### src/rtl/uc_pkg.sv
// uc_pkg: shared opcode constants, sequencer state enum and default widths
// for the uc_seq control unit and its return-address stack.
package uc_pkg;

    // Default width of the ALU operation field driven to the datapath.
    localparam int ALUOP_W_DEFAULT = 3;

    // Opcode map. ALU instructions are the whole 000aaa group.
    localparam logic [2:0] OP_ALU_GROUP = 3'b000;
    localparam logic [5:0] OP_LDI       = 6'b001000;
    localparam logic [5:0] OP_JMP       = 6'b010000;
    localparam logic [5:0] OP_JZ        = 6'b010001;
    localparam logic [5:0] OP_JNZ       = 6'b010010;
    localparam logic [5:0] OP_CALL      = 6'b010100;
    localparam logic [5:0] OP_RET       = 6'b010101;
    localparam logic [5:0] OP_HALT      = 6'b111111;

    // Sequencer states; HALT and FAULT are only left through reset.
    typedef enum logic [1:0] {
        ST_RUN   = 2'd0,
        ST_HALT  = 2'd1,
        ST_FAULT = 2'd2
    } seq_state_t;

endpackage

### src/rtl/uc_seq_ret_stack.sv
// ret_stack: parametrised return-address LIFO with occupancy tracking.
// UC_SEQ_STACK_CHECK_EN defined: pushes when full and pops when empty are
// ignored (the owner faults instead). Undefined: the pointer is circular,
// an overflowing push overwrites the oldest entry and occupancy saturates,
// an underflowing pop still steps the pointer back and occupancy stays 0.
module ret_stack #(
    parameter int DEPTH = 4,
    parameter int WIDTH = 10
) (
    input  logic             clk,
    input  logic             reset,
    input  logic             push,
    input  logic             pop,
    input  logic [WIDTH-1:0] push_data,
    output logic [WIDTH-1:0] pop_data,
    output logic             full,
    output logic             empty
);

    localparam int PTR_W = (DEPTH > 1) ? $clog2(DEPTH) : 1;
    localparam int CNT_W = $clog2(DEPTH + 1);
    localparam logic [PTR_W-1:0] PTR_LAST = PTR_W'(DEPTH - 1);
    localparam logic [CNT_W-1:0] CNT_FULL = CNT_W'(DEPTH);

    logic [WIDTH-1:0] mem [DEPTH];
    logic [PTR_W-1:0] ptr;
    logic [PTR_W-1:0] ptr_inc;
    logic [PTR_W-1:0] ptr_dec;
    logic [CNT_W-1:0] count;
    logic             do_push;
    logic             do_pop;

    assign ptr_inc  = (ptr == PTR_LAST) ? '0 : ptr + 1'b1;
    assign ptr_dec  = (ptr == '0) ? PTR_LAST : ptr - 1'b1;
    assign full     = (count == CNT_FULL);
    assign empty    = (count == '0);
    assign pop_data = mem[ptr_dec];

`ifdef UC_SEQ_STACK_CHECK_EN
    assign do_push = push & ~full;
    assign do_pop  = pop & ~push & ~empty;
`else
    assign do_push = push;
    assign do_pop  = pop & ~push;
`endif

    // Pointer always names the next free slot; occupancy saturates at both ends.
    always_ff @(posedge clk or negedge reset) begin
        if (!reset) begin
            ptr   <= '0;
            count <= '0;
        end else if (do_push) begin
            ptr <= ptr_inc;
            if (!full) count <= count + 1'b1;
        end else if (do_pop) begin
            ptr <= ptr_dec;
            if (!empty) count <= count - 1'b1;
        end
    end

    // Entry storage is not reset; a slot is only read after it has been pushed.
    always_ff @(posedge clk) begin
        if (do_push) mem[ptr] <= push_data;
    end

endmodule

### src/rtl/uc_seq.sv
// uc_seq: control unit with program counter, jumps, CALL/RET through a
// hardware return stack, HALT state and optional stack-fault state.
// Optional feature macro: UC_SEQ_STACK_CHECK_EN (stack over/underflow
// detection, sticky stack_err and FAULT state). Reset is async active-low.
module uc_seq
    import uc_pkg::*;
#(
    parameter int PC_W        = 10,
    parameter int STACK_DEPTH = 4,
    parameter int ALUOP_W     = ALUOP_W_DEFAULT
) (
    input  logic               clk,
    input  logic               reset,
    input  logic [5:0]         Opcode,
    input  logic [PC_W-1:0]    target,
    input  logic               zero,
    output logic [PC_W-1:0]    pc,
    output logic               s_inc,
    output logic               s_inm,
    output logic               we,
    output logic               wez,
    output logic [ALUOP_W-1:0] AluOP,
    output logic               halted,
    output logic               stack_err
);

`ifdef UC_SEQ_STACK_CHECK_EN
    localparam bit STACK_CHECK = 1'b1;
`else
    localparam bit STACK_CHECK = 1'b0;
`endif

    seq_state_t      state;
    logic            err_q;
    logic [PC_W-1:0] pc_inc;
    logic [PC_W-1:0] redirect_pc;
    logic [PC_W-1:0] next_pc;
    logic [PC_W-1:0] pop_data;
    logic            push_req;
    logic            pop_req;
    logic            halt_req;
    logic            stack_full;
    logic            stack_empty;
    logic            stack_fault;

    // Natural PC_W-bit wrap gives max -> 0 for both fetch and return address.
    assign pc_inc      = pc + 1'b1;
    assign stack_fault = STACK_CHECK & ((push_req & stack_full) | (pop_req & stack_empty));
    assign next_pc     = s_inc ? pc_inc : redirect_pc;
    assign halted      = (state != ST_RUN);
    assign stack_err   = err_q;

    // Opcode decode into datapath controls and sequencing requests; all quiet outside RUN.
    always_comb begin
        s_inc       = 1'b0;
        s_inm       = 1'b0;
        we          = 1'b0;
        wez         = 1'b0;
        AluOP       = '0;
        push_req    = 1'b0;
        pop_req     = 1'b0;
        halt_req    = 1'b0;
        redirect_pc = pc;
        if (state == ST_RUN) begin
            s_inc = 1'b1;
            if (Opcode[5:3] == OP_ALU_GROUP) begin
                AluOP = ALUOP_W'(Opcode[2:0]);
                we    = 1'b1;
                wez   = 1'b1;
            end else begin
                case (Opcode)
                    OP_LDI: begin
                        s_inm = 1'b1;
                        we    = 1'b1;
                    end
                    OP_JMP: begin
                        s_inc       = 1'b0;
                        redirect_pc = target;
                    end
                    OP_JZ: begin
                        s_inc       = ~zero;
                        redirect_pc = target;
                    end
                    OP_JNZ: begin
                        s_inc       = zero;
                        redirect_pc = target;
                    end
                    OP_CALL: begin
                        s_inc       = 1'b0;
                        push_req    = 1'b1;
                        redirect_pc = target;
                    end
                    OP_RET: begin
                        s_inc       = 1'b0;
                        pop_req     = 1'b1;
                        redirect_pc = pop_data;
                    end
                    OP_HALT: begin
                        s_inc    = 1'b0;
                        halt_req = 1'b1;
                    end
                    default: ;
                endcase
            end
        end
    end

    // Sequencer FSM: advances pc in RUN, parks in HALT/FAULT until reset.
    always_ff @(posedge clk or negedge reset) begin
        if (!reset) begin
            state <= ST_RUN;
            pc    <= '0;
            err_q <= 1'b0;
        end else begin
            case (state)
                ST_RUN: begin
                    if (halt_req) begin
                        state <= ST_HALT;
                    end else if (stack_fault) begin
                        state <= ST_FAULT;
                        err_q <= 1'b1;
                    end else begin
                        pc <= next_pc;
                    end
                end
                ST_HALT:  state <= ST_HALT;
                ST_FAULT: state <= ST_FAULT;
                default:  state <= ST_FAULT;
            endcase
        end
    end

    ret_stack #(
        .DEPTH (STACK_DEPTH),
        .WIDTH (PC_W)
    ) u_ret_stack (
        .clk       (clk),
        .reset     (reset),
        .push      (push_req & ~stack_fault),
        .pop       (pop_req & ~stack_fault),
        .push_data (pc_inc),
        .pop_data  (pop_data),
        .full      (stack_full),
        .empty     (stack_empty)
    );

endmodule
### config.mk
export PLATFORM = sky130hd
export DESIGN_NAME = uc_seq
export DESIGN_NICKNAME = d
export VERILOG_FILES = /design/src/rtl/uc_pkg.sv /design/src/rtl/uc_seq_ret_stack.sv /design/src/rtl/uc_seq.sv
export SDC_FILE = /design/constraint.sdc
export NUM_CORES = 1
export LEC_CHECK = 0
export BUFFER_PORTS_ARGS = -buffer_cell sky130_fd_sc_hd__buf_2
export CAP_MARGIN = 20
export CORE_ASPECT_RATIO = 1.2
export CORE_UTILIZATION = 55
export DETAILED_ROUTE_END_ITERATION = 16
export PLACE_DENSITY = 0.88
export SLEW_MARGIN = 20
export SYNTH_ARGS = -nofsm -noshare
export SYNTH_HDL_FRONTEND = slang
export SYNTH_SLANG_ARGS = --single-unit
### constraint.sdc
create_clock -name clk -period 5 [get_ports clk]
set_clock_uncertainty 0.1 [all_clocks]
set_input_delay 0 -clock clk [delete_from_list [all_inputs] [get_ports clk]]
set_output_delay 0 -clock clk [all_outputs]
set_load 0.02 [all_outputs]
# Yosys cells after proc, flatten, opt, wreduce, memory -nomap -nowiden
# Memory sizes are Yosys's and may differ from the RTL's.
# Cells that the tools add are included.
# W data, S select, Z words.
# totals
elab_cells	63
memories	1
register_bits	14
ramBits	40
# memory_table
memory	words	word_bits	rd	rd_ports_with_merged_regs	wr	line	source
u_ret_stack.mem	4	10	1	0	1	uc_seq_ret_stack.sv:25	logic [WIDTH-1:0] mem [DEPTH];
# classes
n_reduce_logical	9
addsub	3
n_eq_ne	11
muxes	32
bitwise	4
# op_table
cell	count
$eq A6 B5 Y1 const B	5
$mux W1	20
$mux W10	2
$pmux W10 S2	1
$add A10 B1 Y10 const B	1
$mux W2	5
$reduce_or A4 Y1	2
$eq A6 B4 Y1 const B	1
$eq A6 B6 Y1 const B	1
$mux W3	2
$logic_not A2 Y1	2
$ne A2 B2 Y1 const B	2
$pmux W2 S2	1
$reduce_and A4 Y1	1
$reduce_bool A2 Y1	2
$logic_not A3 Y1	1
$not A1 Y1	3
$pmux W1 S3	1
$reduce_bool A3 Y1	1
$add A2 B1 Y2 const B	1
$eq A2 B1 Y1 const B	1
$eq A2 B2 Y1 const B	1
$sub A2 B1 Y2 const B	1
$and A1 B1 Y1	1

# Logic depth before layout (Yosys ltp)
# Gate-level depths: netlist (run 1).
# depth
word_depth	8
depth_mapped	8

# Cells and area by module
# A second synthesis (run 1) with hierarchy kept.
# unflattened
hier_cells	227
hier_area_um2	2900.3
# by_module_without_submodules
module	n_inst	area_each_um2	cells_each	seq_area_each_um2
ret_stack	1	1923.1	118	1326.3
uc_seq	1	977.2	109	300.3

# Worst setup path before layout (run 1)
# Ideal clock, no wire load.
# synth_timing
kind	register -> register
startpoint	register u_ret_stack.ptr[0]
endpoint	register pc[6]
arrival_time_ps	2015
path_buffers	1
slack_ps	2750
required_ps	4765
path_stages_with_launch	9
setup_time_ps	135
period_less_slack_ps	2250
path_cell_list	dfrtp_1 > inv_1 > ha_1 > nor2b_1 > buf_6 > mux4_2 > nor2b_1 > a2111oi_2 > a211oi_2
# synth_via
elab_chain_cells	6
# synth_lines
item	line	source
from (decl)	uc_seq_ret_stack.sv:26	logic [PTR_W-1:0] ptr;
from (signal assigned)	uc_seq_ret_stack.sv:53	ptr <= ptr_inc;
from (signal assigned)	uc_seq_ret_stack.sv:56	ptr <= ptr_dec;
$sub A2 B1 Y2 or $logic_not A2 Y1 (tied branches)	uc_seq_ret_stack.sv:34	assign ptr_dec = (ptr == '0) ? PTR_LAST : ptr - 1'b1;
$mux W2 *	uc_seq_ret_stack.sv:34	
$mem_v2 Z4 W10 *	-	
$pmux W10 S2 *	uc_seq.sv:71	case (Opcode)
$mux W10 *	uc_seq.sv:66	if (Opcode[5:3] == OP_ALU_GROUP) begin
$mux W10 *	uc_seq.sv:49	assign next_pc = s_inc ? pc_inc : redirect_pc;
to (signal assigned)	uc_seq.sv:123	pc <= next_pc;
to (decl)	uc_seq.sv:17	output logic [PC_W-1:0] pc,
# Every way passes the cells marked *; elsewhere a longest branch is shown, timed or not. The select of a mux whose other input is x is not followed.
# A chain may end at the register's enable or synchronous reset.

# Worst setup path after layout (run 1)
# Ends and elaborated chain as after synthesis.

==> run_results.csv, run 1 <==
group,metric,value,unit
clock_tree,cts_tree,"built",
synthesis,postSynthCellCount,189,
sta,clock.fmax,399,MHz
routing,route.detailed.vias_per_inst,5.93,
routing,number_of_search_and_repair_iterations_in_the_first_detailed_routing_pass,4,
routing,finalWirelength,5190,um
clock_tree,tritoncts.num_buffers,5,
sta,timing_hold_violations_final,0,
hold_path,min_path_type,"in2reg",
worst_setup_path,crit_path_cell_trace,"inv_1 > ha_1 > nor2b_1 > buf_4 > mux4_2 > nor2b_1 > a2111oi_2 > a211oi_2",
finish,num_antenna_cells,0,
worst_setup_path,critical_path.endpoint_type,"flop",
synthesis,synth_seq_area_share,0.585,
finish,seq_area,0.00155,mm^2
sta,transition_time_at_the_pin_with_the_least_slew_margin,1050,ps
clock_tree,cts.repair.resized,0,
clock_tree,clk_pin_slew,90,ps
routing,drc_violations_left,0,
routing,dr.first_iter.drc_count,110,
worst_setup_path,critical_path_class,"reg2reg",
clock_tree,root_buffer_cell,"sky130_fd_sc_hd__clkbuf_8",
routing,num_vias,1695,
global_route,grt_overflow_total,0,
synthesis,synth.top_cells.by_area,"sky130_fd_sc_hd__edfxtp_1 (45%), sky130_fd_sc_hd__dfrtp_1 (13%), sky130_fd_sc_hd__mux4_2 (8.5%)",
worst_setup_path,critPathSlowestCell,"sky130_fd_sc_hd__mux4_2",
synthesis,synthMostInstantiatedCell,"sky130_fd_sc_hd__edfxtp_1",
global_route,via_count_of_the_first_global_routing_pass,1704,
finish,layout-drive-gt1-share,0.294,
die,initial_core_util,0.577,
synthesis,ys_async_sr_fraction,0.259,
synthesis,ys_seq_elements,54,
global_route,grt_max_degree,17,
finish,area_delta_synth_final,12.0,%
synthesis,synth_area_per_cell,14.0,um^2
synthesis,synth.top_cell.area_share,0.453,
power,pwr-share-comb,0.037,
worst_setup_path,data_required_time_at_the_worst_endpoint,5080,ps
power,p_int,585,uW
power,pwr-share-clk,0.312,
clock_tree,cts.path.max_buffers,2,
finish,layout.core_utilization,0.646,
clock_tree,insertion_delay,300,ps
worst_setup_path,cp_common_cell,"sky130_fd_sc_hd__nor2b_1",
sta,finalCriticalPeriod,2510,ps
power,netsw,145,uW
status,status,"finished clean",
clock_tree,clock_sink_count,54,
power,switching_share,0.198,
place,finalWeightedCongestion,0.849,
power,power_per_cell_area,246,mW/mm^2
worst_setup_path,worstPathMaxFanout,10,
sta,report.final.slew_viol_count,0,
die,core_area,0.00459,mm^2
synthesis,biggest_area_consumer_among_synthesized_cells,"sky130_fd_sc_hd__edfxtp_1",
synthesis,netlist-cell-type-count,42,
worst_setup_path,crit_arrival,2580,ps
routing,antenna_viol_nets_final,0,
sta,fin_tns_setup,0,ps
finish,num-fill-cells,356,
synthesis,post_synth_most_frequent_cells,"sky130_fd_sc_hd__edfxtp_1 (40), sky130_fd_sc_hd__dfrtp_1 (14), sky130_fd_sc_hd__mux2i_1 (12), sky130_fd_sc_hd__nand2_1 (12), sky130_fd_sc_hd__mux4_2 (10)",
worst_setup_path,critical_path.startpoint_type,"flop",
global_route,grt_antenna_before_repair,0,
power,worst_voltage_drop_across_the_vdd_grid,0.138,mV
run,max_cap_violations,0,
routing,avgRoutedWirePerCell,18.1,um
power,cellLeakagePower,0.00126,uW
sta,setup_viol,0,
clock_tree,cts.htree.levels,2,
power,seqPwrFrac,0.652,
synthesis,synth-main-ff-cell,"sky130_fd_sc_hd__edfxtp_1",
synthesis,synth_nets,213,
synthesis,synth_enable_flop_cells,40,
die,die-area,0.00510,mm^2
global_route,groute.usage.overall,0.224,
worst_setup_path,slowest_delay,530,ps
die,die-height,78.0,um
finish,finalNetCount,251,
die,number_of_placed_i_o_pins,38,
sta,timing.slew.headroom,0.294,
die,die-width,65.4,um
synthesis,synth_area,0.00265,mm^2
die,row_count,27,
sta,finalCritPeriodShare,0.501,
place,detailedPlacementHpwl,3560,um
sta,unrepaired_setup_endpoints_after_global_routing,"no",
place,number_of_port_buffers,36,
global_route,grt_first_pass_wirelength,8180,um
worst_setup_path,timing.reg2reg.setup_slack,2490,ps
synthesis,ys.warnings.count,0,
finish,multi_input_area,0.00101,mm^2
[logic make-up (layout without fill, tap and decap cells)]
group                      Yosys count  in the layout  share of synthesized area
and+or+nand+nor                     52             52                      0.108
other                                1              1                    0.00142
AOI/OAI and AO/OA                   24             24                     0.0656
muxes                               27             27                      0.152
adders and majority gates            5              5                     0.0236
xor gates and xnor gates             9              9                     0.0297
buffers and inverters               17             56                     0.0345
DFF                                 54             54                      0.585
[final timing paths]
| path | start | end | cells past startpoint |
|---|---|---|---|
| worst max-delay path | u_ret_stack.ptr[0]$_DFFE_PN0P_ | pc[6]$_DFFE_PN0P_ | 8 |
| max in group asynchronous | reset | state[0]$_DFFE_PN0P_ | 2 |
| min in group asynchronous | reset | pc[2]$_DFFE_PN0P_ | 2 |
| worst min register to register | state[1]$_DFFE_PN0P_ | state[1]$_DFFE_PN0P_ | 0 |
| worst max register to register | u_ret_stack.ptr[0]$_DFFE_PN0P_ | pc[6]$_DFFE_PN0P_ | 8 |
| worst min-delay path | Opcode[1] | u_ret_stack.ptr[1]$_DFFE_PN0P_ | 4 |
[layer usage]
layer  part of all wire  track usage  up-vias
met2               0.51        0.362       74
met5                  0            0        -
li1                   -            -      786
met1               0.41        0.299      826
met4              0.017       0.0957        0
met3              0.060       0.0349        9
[power groups by stage]
stage	logic [uW]	clock network [uW]	registers (uW)
2_1_floorplan	12.6	0	486
3_3_place_gp	23.6	0	486
3_5_place_dp	24.8	0	486
4_1_cts	26.8	230	476
5_1_grt	29.1	249	476
6_report	26.7	227	476
[area by class of cell]
type,instances,share of cell area
sequential,54,0.523
inverter,8,0.0101
timing repair buffer,40,0.0733
multi-input combinational,118,0.342
clock inverter,2,0.00337
clock buffer,6,0.0244
tap,58,0.0244
[state kept, by name (all words and copies together) (netlist names)]
| name | count |
|---|---|
| pc | 10 |
| state | 2 |
| u_ret_stack.mem | 40 |
| u_ret_stack.ptr | 2 |
[metrics by stage]
| step | std cells | setup WS (ps) | total power [uW] | hold slack, ps | area [um^2] |
|---|---|---|---|---|---|
| final | 286 | 2490 | 730 | 27.7 | 2970 |
| after detailed placement | 275 | 2410 | 510 | -165 | 2850 |
| after global routing | 286 | 2320 | 754 | 46.4 | 2970 |
| after floorplan | 189 | 2750 | 498 | -396 | 2650 |
| after CTS | 286 | 2340 | 733 | 16.5 | 2960 |
| after global placement | 275 | 2470 | 509 | -178 | 2850 |
[worst max-delay path: cells and delay by family (launching register included)]
family          cells  cell delay, ps
mux                 1             530
compound gates      2             480
fa+ha+maj           1             230
simple gates        2             260
buf+inv             2             360
flops               1             420
[layout by cell type, fill, tap and decap left out, drive strengths merged, types with 6 or more instances in the layout]
cell type   n
nor3        6
dfrtp      14
edfxtp     40
nor2        8
o21ai      10
inv         8
mux2i      12
and2        7
clkbuf      6
buf        37
mux4       10
nand2      12
[timing repair]
item	CTS	global route
setup buffers	0	0
hold buffers	3	0
hold endpoints to repair	16	0
No activity file was read; power rests on OpenSTA's default activity.
==> inputs of run 2 (changes only) <==
Clock period 5 ns to 2.5 ns, I/O delays scaled along.
==> run 2 against run 1 <==
Effect of this change: die area did not move; register-to-register slack got worse by 2300 ps; global-route usage rose by 0.86 points; clock-buffer cell count did not move; combinational power rose by 100%; core utilization rose by 1.4 points; fmax rose by 7.9%; wire length rose by 1.4%; sequential share of layout area fell by 1.1 points; critical path type unchanged; critical endpoint unchanged; largest power group unchanged.
==> run_results.csv, run 2 (synthesis results as in run 1) <==
group,metric,value,unit
clock_tree,clock_sink_count,54,
finish,finalNetCount,258,
finish,area_delta_synth_final,14.5,%
sta,timing_hold_violations_final,0,
power,netsw,292,uW
place,finalWeightedCongestion,0.772,
hold_path,worstHoldStart,"target[7]",
finish,seq_area,0.00155,mm^2
sta,fin_tns_setup,0,ps
global_route,groute.usage.overall,0.232,
place,detailedPlacementHpwl,3720,um
worst_setup_path,timing.reg2reg.setup_slack,180,ps
global_route,grt_antenna_before_repair,0,
worst_setup_path,critical_path.endpoint_type,"flop",
routing,num_vias,1719,
routing,dr.first_iter.drc_count,81,
routing,drc_violations_left,0,
worst_setup_path,crit_arrival,2410,ps
worst_setup_path,critical_path.reg2reg.startpoint,"u_ret_stack.ptr[0]$_DFFE_PN0P_",
worst_setup_path,data_required_time_at_the_worst_endpoint,2580,ps
routing,route.detailed.vias_per_inst,5.87,
clock_tree,cts_tree,"built",
worst_setup_path,worstRegToRegCells,8,
worst_setup_path,critical_path.startpoint_type,"flop",
finish,reg.largest.list,"u_ret_stack.mem: 40 flops, pc: 10 flops",
global_route,grt_overflow_total,0,
clock_tree,clk_pin_slew,90,ps
finish,number_of_flip_flops_in_the_largest_register,40,
global_route,via_count_of_the_first_global_routing_pass,1712,
power,seqPwrFrac,0.651,
routing,antenna_viol_nets_final,0,
power,pwr-share-comb,0.037,
finish,num_antenna_cells,0,
sta,clock.fmax,431,MHz
die,initial_core_util,0.577,
finish,multi_input_area,0.00101,mm^2
finish,most-common-layout-cells,"sky130_fd_sc_hd__edfxtp_1 (40), sky130_fd_sc_hd__buf_2 (36), sky130_fd_sc_hd__dfrtp_1 (14)",
power,cellLeakagePower,0.00130,uW
worst_setup_path,worstPathMaxFanout,10,
worst_setup_path,critical_path_class,"reg2reg",
worst_setup_path,crit_path_cell_trace,"inv_1 > ha_1 > nor2b_2 > buf_12 > mux4_2 > nor2b_1 > a2111oi_2 > a211oi_2",
clock_tree,cts.path.max_buffers,2,
power,power_per_cell_area,482,mW/mm^2
clock_tree,cts.htree.levels,2,
finish,layout_commonest_cell,"sky130_fd_sc_hd__edfxtp_1",
sta,timing.hold.ws,9.94,ps
die,core_area,0.00459,mm^2
power,p_int,1170,uW
hold_path,whs_endpoint,"pc[7]$_DFFE_PN0P_",
routing,number_of_search_and_repair_iterations_in_the_first_detailed_routing_pass,4,
die,die-width,65.4,um
global_route,grt_max_degree,16,
finish,registers.top_by_ff_count,"u_ret_stack.mem",
die,number_of_placed_i_o_pins,38,
power,switching_share,0.200,
sta,unrepaired_setup_endpoints_after_global_routing,"no",
place,number_of_port_buffers,36,
finish,num-fill-cells,367,
power,worst_voltage_drop_across_the_vdd_grid,0.341,mV
routing,avgRoutedWirePerCell,18.0,um
clock_tree,tritoncts.num_buffers,5,
routing,finalWirelength,5260,um
die,die-area,0.00510,mm^2
worst_setup_path,r2r-end,"pc[6]$_DFFE_PN0P_",
sta,transition_time_at_the_pin_with_the_least_slew_margin,698,ps
global_route,grt_first_pass_wirelength,8360,um
finish,layout-drive-gt1-share,0.315,
worst_setup_path,critPathSlowestCell,"sky130_fd_sc_hd__mux4_2",
hold_path,holdPathStages,4,
die,row_count,27,
clock_tree,cts_post_setup_buffers_inserted,0,
sta,timing.slew.headroom,0.535,
hold_path,min_path_type,"in2reg",
worst_setup_path,slowest_delay,480,ps
status,status,"finished clean",
sta,report.final.slew_viol_count,0,
run,max_cap_violations,0,
clock_tree,insertion_delay,300,ps
power,pwr-share-clk,0.313,
sta,finalCritPeriodShare,0.929,
die,die-height,78.0,um
sta,setup_viol,0,
sta,finalCriticalPeriod,2320,ps
clock_tree,root_buffer_cell,"sky130_fd_sc_hd__clkbuf_8",
run 2: changes by cell type in the layout (fill, tap and decap cells not counted), sizes merged:
cell	before	now
buf	37	43
dlygate4sd3	3	4
run 2: final cells by class:
| type | count | share of cell area |
|---|---|---|
| clock buffers | 6 | 0.0239 |
| clock inverters | 2 | 0.00289 |
| inverters | 8 | 0.00990 |
| multi-input cells | 118 | 0.334 |
| flip-flops and latches | 54 | 0.511 |
| well taps | 58 | 0.0239 |
| repair buffers | 47 | 0.0940 |
run 2: what timing repair did:
action	CTS	global route
hold buffers	4	0
endpoints found under the hold margin	17	0
resized for setup	0	1
setup endpoints to repair	0	2
run 2: worst max path at each step:
stage | from | to | cells after the start
2_1_floorplan | u_ret_stack.ptr[0]$_DFFE_PN0P_ | pc[6]$_DFFE_PN0P_ | 8
3_3_place_gp | u_ret_stack.ptr[0]$_DFFE_PN0P_ | pc[6]$_DFFE_PN0P_ | 8
3_5_place_dp | u_ret_stack.ptr[1]$_DFFE_PN0P_ | pc[6]$_DFFE_PN0P_ | 8
4_1_cts | u_ret_stack.ptr[1]$_DFFE_PN0P_ | pc[6]$_DFFE_PN0P_ | 8
5_1_grt | u_ret_stack.ptr[1]$_DFFE_PN0P_ | pc[6]$_DFFE_PN0P_ | 8
6_report | u_ret_stack.ptr[0]$_DFFE_PN0P_ | pc[6]$_DFFE_PN0P_ | 8
run 2: critical path: cells and delay by family (launching register included):
family | cells | cell delay (ps)
AOI/OAI and AO/OA | 2 | 460
adders and majority gates | 1 | 240
buffers and inverters | 2 | 250
DFF | 1 | 360
muxes | 1 | 480
and+or+nand+nor | 2 | 320
run 2: layer usage:
| layer | GRT usage | part of all wire |
|---|---|---|
| met2 | 0.406 | 0.54 |
| met5 | 0 | 0 |
| met4 | 0.0891 | 0.020 |
| met1 | 0.282 | 0.39 |
| met3 | 0.0407 | 0.054 |
run 2: power groups by stage:
stage | Sequential (uW) | Clock, uW | Combinational, uW
2_1_floorplan | 971 | 0 | 25.2
3_3_place_gp | 971 | 0 | 47.2
3_5_place_dp | 971 | 0 | 48.8
4_1_cts | 951 | 462 | 53.8
5_1_grt | 951 | 500 | 59.6
6_report | 951 | 457 | 53.8
run 2: metrics by stage:
stage	setup slack, ps	util	std cells	power, uW	instance area [um^2]
6_report	177	0.660	293	1460	3030
5_1_grt	14.3	0.660	293	1510	3030
4_1_cts	115	0.659	293	1470	3030
3_5_place_dp	121	0.633	281	1020	2910
3_3_place_gp	227	0.633	281	1020	2910
2_1_floorplan	250	-	189	996	2650
==> inputs of run 3 (changes only) <==
Settings changed: PLACE_DENSITY 0.88 to default, PLACE_DENSITY_LB_ADDON from default to 0.3.
==> run 3 against run 2 <==
Effect of this change: via count rose by 1.9%; total power rose by 0.82%; non-clock buffer count rose by 3; combinational power fell by 1%; register-to-register slack got worse by 40 ps; first-iteration DRC count rose by 59%; clock-buffer cell count rose by 1; sequential share of layout area fell by 0.38 points; die area did not move; worst hold slack got worse by 9.4 ps; global-route usage barely moved; largest power group unchanged.
==> run_results.csv, run 3 (synthesis results as in run 1) <==
group,metric,value,unit
place,finalWeightedCongestion,0.826,
power,design_power_total,1470,uW
clock_tree,tritoncts.num_buffers,5,
finish,number_of_flip_flops_in_the_largest_register,40,
worst_setup_path,path_depth,8,
place,number_of_port_buffers,36,
power,power_per_cell_area,482,mW/mm^2
finish,registers.top_by_ff_count,"u_ret_stack.mem",
routing,num_vias,1751,
routing,finalWirelength,5270,um
power,cellLeakagePower,0.00131,uW
routing,drc_violations_left,0,
clock_tree,clk_pin_slew,90,ps
routing,antenna_viol_nets_final,0,
sta,finalCriticalPeriod,2360,ps
worst_setup_path,data_required_time_at_the_worst_endpoint,2580,ps
sta,clock.fmax,424,MHz
clock_tree,clock_sink_count,54,
worst_setup_path,wp_buf_inv,2,
worst_setup_path,worstPathMaxFanout,10,
routing,route.detailed.vias_per_inst,5.92,
place,detailedPlacementHpwl,3700,um
worst_setup_path,worstRegToRegCells,8,
sta,unrepaired_setup_endpoints_after_global_routing,"no",
sta,transition_time_at_the_pin_with_the_least_slew_margin,686,ps
routing,avgRoutedWirePerCell,17.8,um
hold_path,holdPathStages,4,
die,number_of_placed_i_o_pins,38,
global_route,groute.usage.overall,0.232,
sta,timing.hold.ws,0.545,ps
finish,num-fill-cells,367,
worst_setup_path,critical_path_class,"reg2reg",
worst_setup_path,timing.reg2reg.setup_slack,140,ps
run,max_cap_violations,0,
routing,dr.first_iter.drc_count,129,
sta,setup_viol,0,
clock_tree,root_buffer_cell,"sky130_fd_sc_hd__clkbuf_8",
sta,finalCritPeriodShare,0.944,
worst_setup_path,slowest_delay,490,ps
finish,finalNetCount,261,
global_route,grt_max_degree,17,
sta,timing.slew.headroom,0.543,
global_route,grt_first_pass_wirelength,8540,um
finish,num_antenna_cells,0,
die,row_count,27,
clock_tree,cts_tree,"built",
worst_setup_path,crit_arrival,2440,ps
status,status,"finished clean",
finish,reg.largest.list,"u_ret_stack.mem: 40 flops, pc: 10 flops",
global_route,grt_overflow_total,0,
hold_path,min_path_type,"in2reg",
sta,report.final.slew_viol_count,0,
die,die-width,65.4,um
clock_tree,cts.path.max_buffers,2,
finish,area_delta_synth_final,15.3,%
clock_tree,cts.htree.levels,2,
die,die-area,0.00510,mm^2
power,worst_voltage_drop_across_the_vdd_grid,0.397,mV
finish,most-common-layout-cells,"sky130_fd_sc_hd__edfxtp_1 (40), sky130_fd_sc_hd__buf_2 (36), sky130_fd_sc_hd__dfrtp_1 (14)",
worst_setup_path,crit_path_cell_trace,"inv_1 > ha_1 > nor2b_1 > buf_12 > mux4_2 > nor2b_1 > a2111oi_2 > a211oi_2",
worst_setup_path,cp_common_cell,"sky130_fd_sc_hd__nor2b_1",
die,initial_core_util,0.577,
worst_setup_path,critical_path.endpoint_type,"flop",
worst_setup_path,cpLargestDelayFamily,"multiplexers",
sta,timing_hold_violations_final,0,
finish,layout-drive-gt1-share,0.319,
worst_setup_path,critical_path.startpoint_type,"flop",
clock_tree,insertion_delay,310,ps
die,die-height,78.0,um
global_route,grt_antenna_before_repair,0,
global_route,via_count_of_the_first_global_routing_pass,1763,
finish,layout_commonest_cell,"sky130_fd_sc_hd__edfxtp_1",
sta,fin_tns_setup,0,ps
routing,number_of_search_and_repair_iterations_in_the_first_detailed_routing_pass,4,
finish,layout.core_utilization,0.665,
worst_setup_path,critPathSlowestCell,"sky130_fd_sc_hd__mux4_2",
die,core_area,0.00459,mm^2
clock_tree,cts.repair.resized,0,
run 3: cell types whose count changed in the layout (fill, tap and decap cells not counted):
cell and delta:
sky130_fd_sc_hd__buf_4 +3, sky130_fd_sc_hd__nor2b_2 -1, sky130_fd_sc_hd__clkbuf_1 +1, sky130_fd_sc_hd__clkinv_2 -1, sky130_fd_sc_hd__nor2b_1 +1, sky130_fd_sc_hd__clkinv_1 -1, sky130_fd_sc_hd__clkinvlp_4 +1
run 3: path summary, 6_finish.rpt:
path                                         to                      startpoint
max                           pc[6]$_DFFE_PN0P_  u_ret_stack.ptr[1]$_DFFE_PN0P_
min reg2reg                state[1]$_DFFE_PN0P_            state[1]$_DFFE_PN0P_
min                           pc[7]$_DFFE_PN0P_                       target[7]
min in group asynchronous     pc[5]$_DFFE_PN0P_                           reset
max in group asynchronous     pc[9]$_DFFE_PN0P_                           reset
max reg2reg                   pc[6]$_DFFE_PN0P_  u_ret_stack.ptr[1]$_DFFE_PN0P_
run 3: through the flow:
step           cells  cell area, um^2  worst slack, ps
2_1_floorplan    189             2650              250
3_3_place_gp     284             2930              227
3_5_place_dp     284             2930              146
4_1_cts          296             3050              119
5_1_grt          296             3060             5.23
6_report         296             3060              140
run 3: cell type report:
| cell class | instances | area, um^2 | area share |
|---|---|---|---|
| flip-flops and latches | 54 | 1550 | 0.508 |
| multi-input cells | 118 | 1010 | 0.331 |
| repair buffers | 50 | 308 | 0.101 |
| clock buffers | 7 | 76.3 | 0.0250 |
| well taps | 58 | 72.6 | 0.0237 |
| inverters | 8 | 30.0 | 0.00982 |
| clock inverters | 1 | 7.51 | 0.00246 |
run 3: timing repair:
item | CTS | global route
setup buffers | 0 | 0
hold endpoints to repair | 17 | 0
hold buffers | 4 | 0
run 3: power breakdown:
part / leakage (uW) / internal, uW / switching (uW)
Clock: 0.0000385 / 199 / 271
Combinational: 0.000711 / 25.5 / 27.7
Sequential: 0.000557 / 951 / 0
Total: 0.00131 / 1180 / 299
run 3: metal layers:
metal	GRT usage	up-vias	wire, um
met4	0.0826	0	101
li1	-	805	-
met5	0	-	0
met1	0.277	876	2140
met2	0.405	59	2780
met3	0.0523	11	250
run 3: tightest hold or removal path, delay by kind of cell:
| kind | cells | cell delay [ps] |
|---|---|---|
| compound gates | 1 | 110 |
| buf+inv | 1 | 70 |
| mux | 2 | 190 |
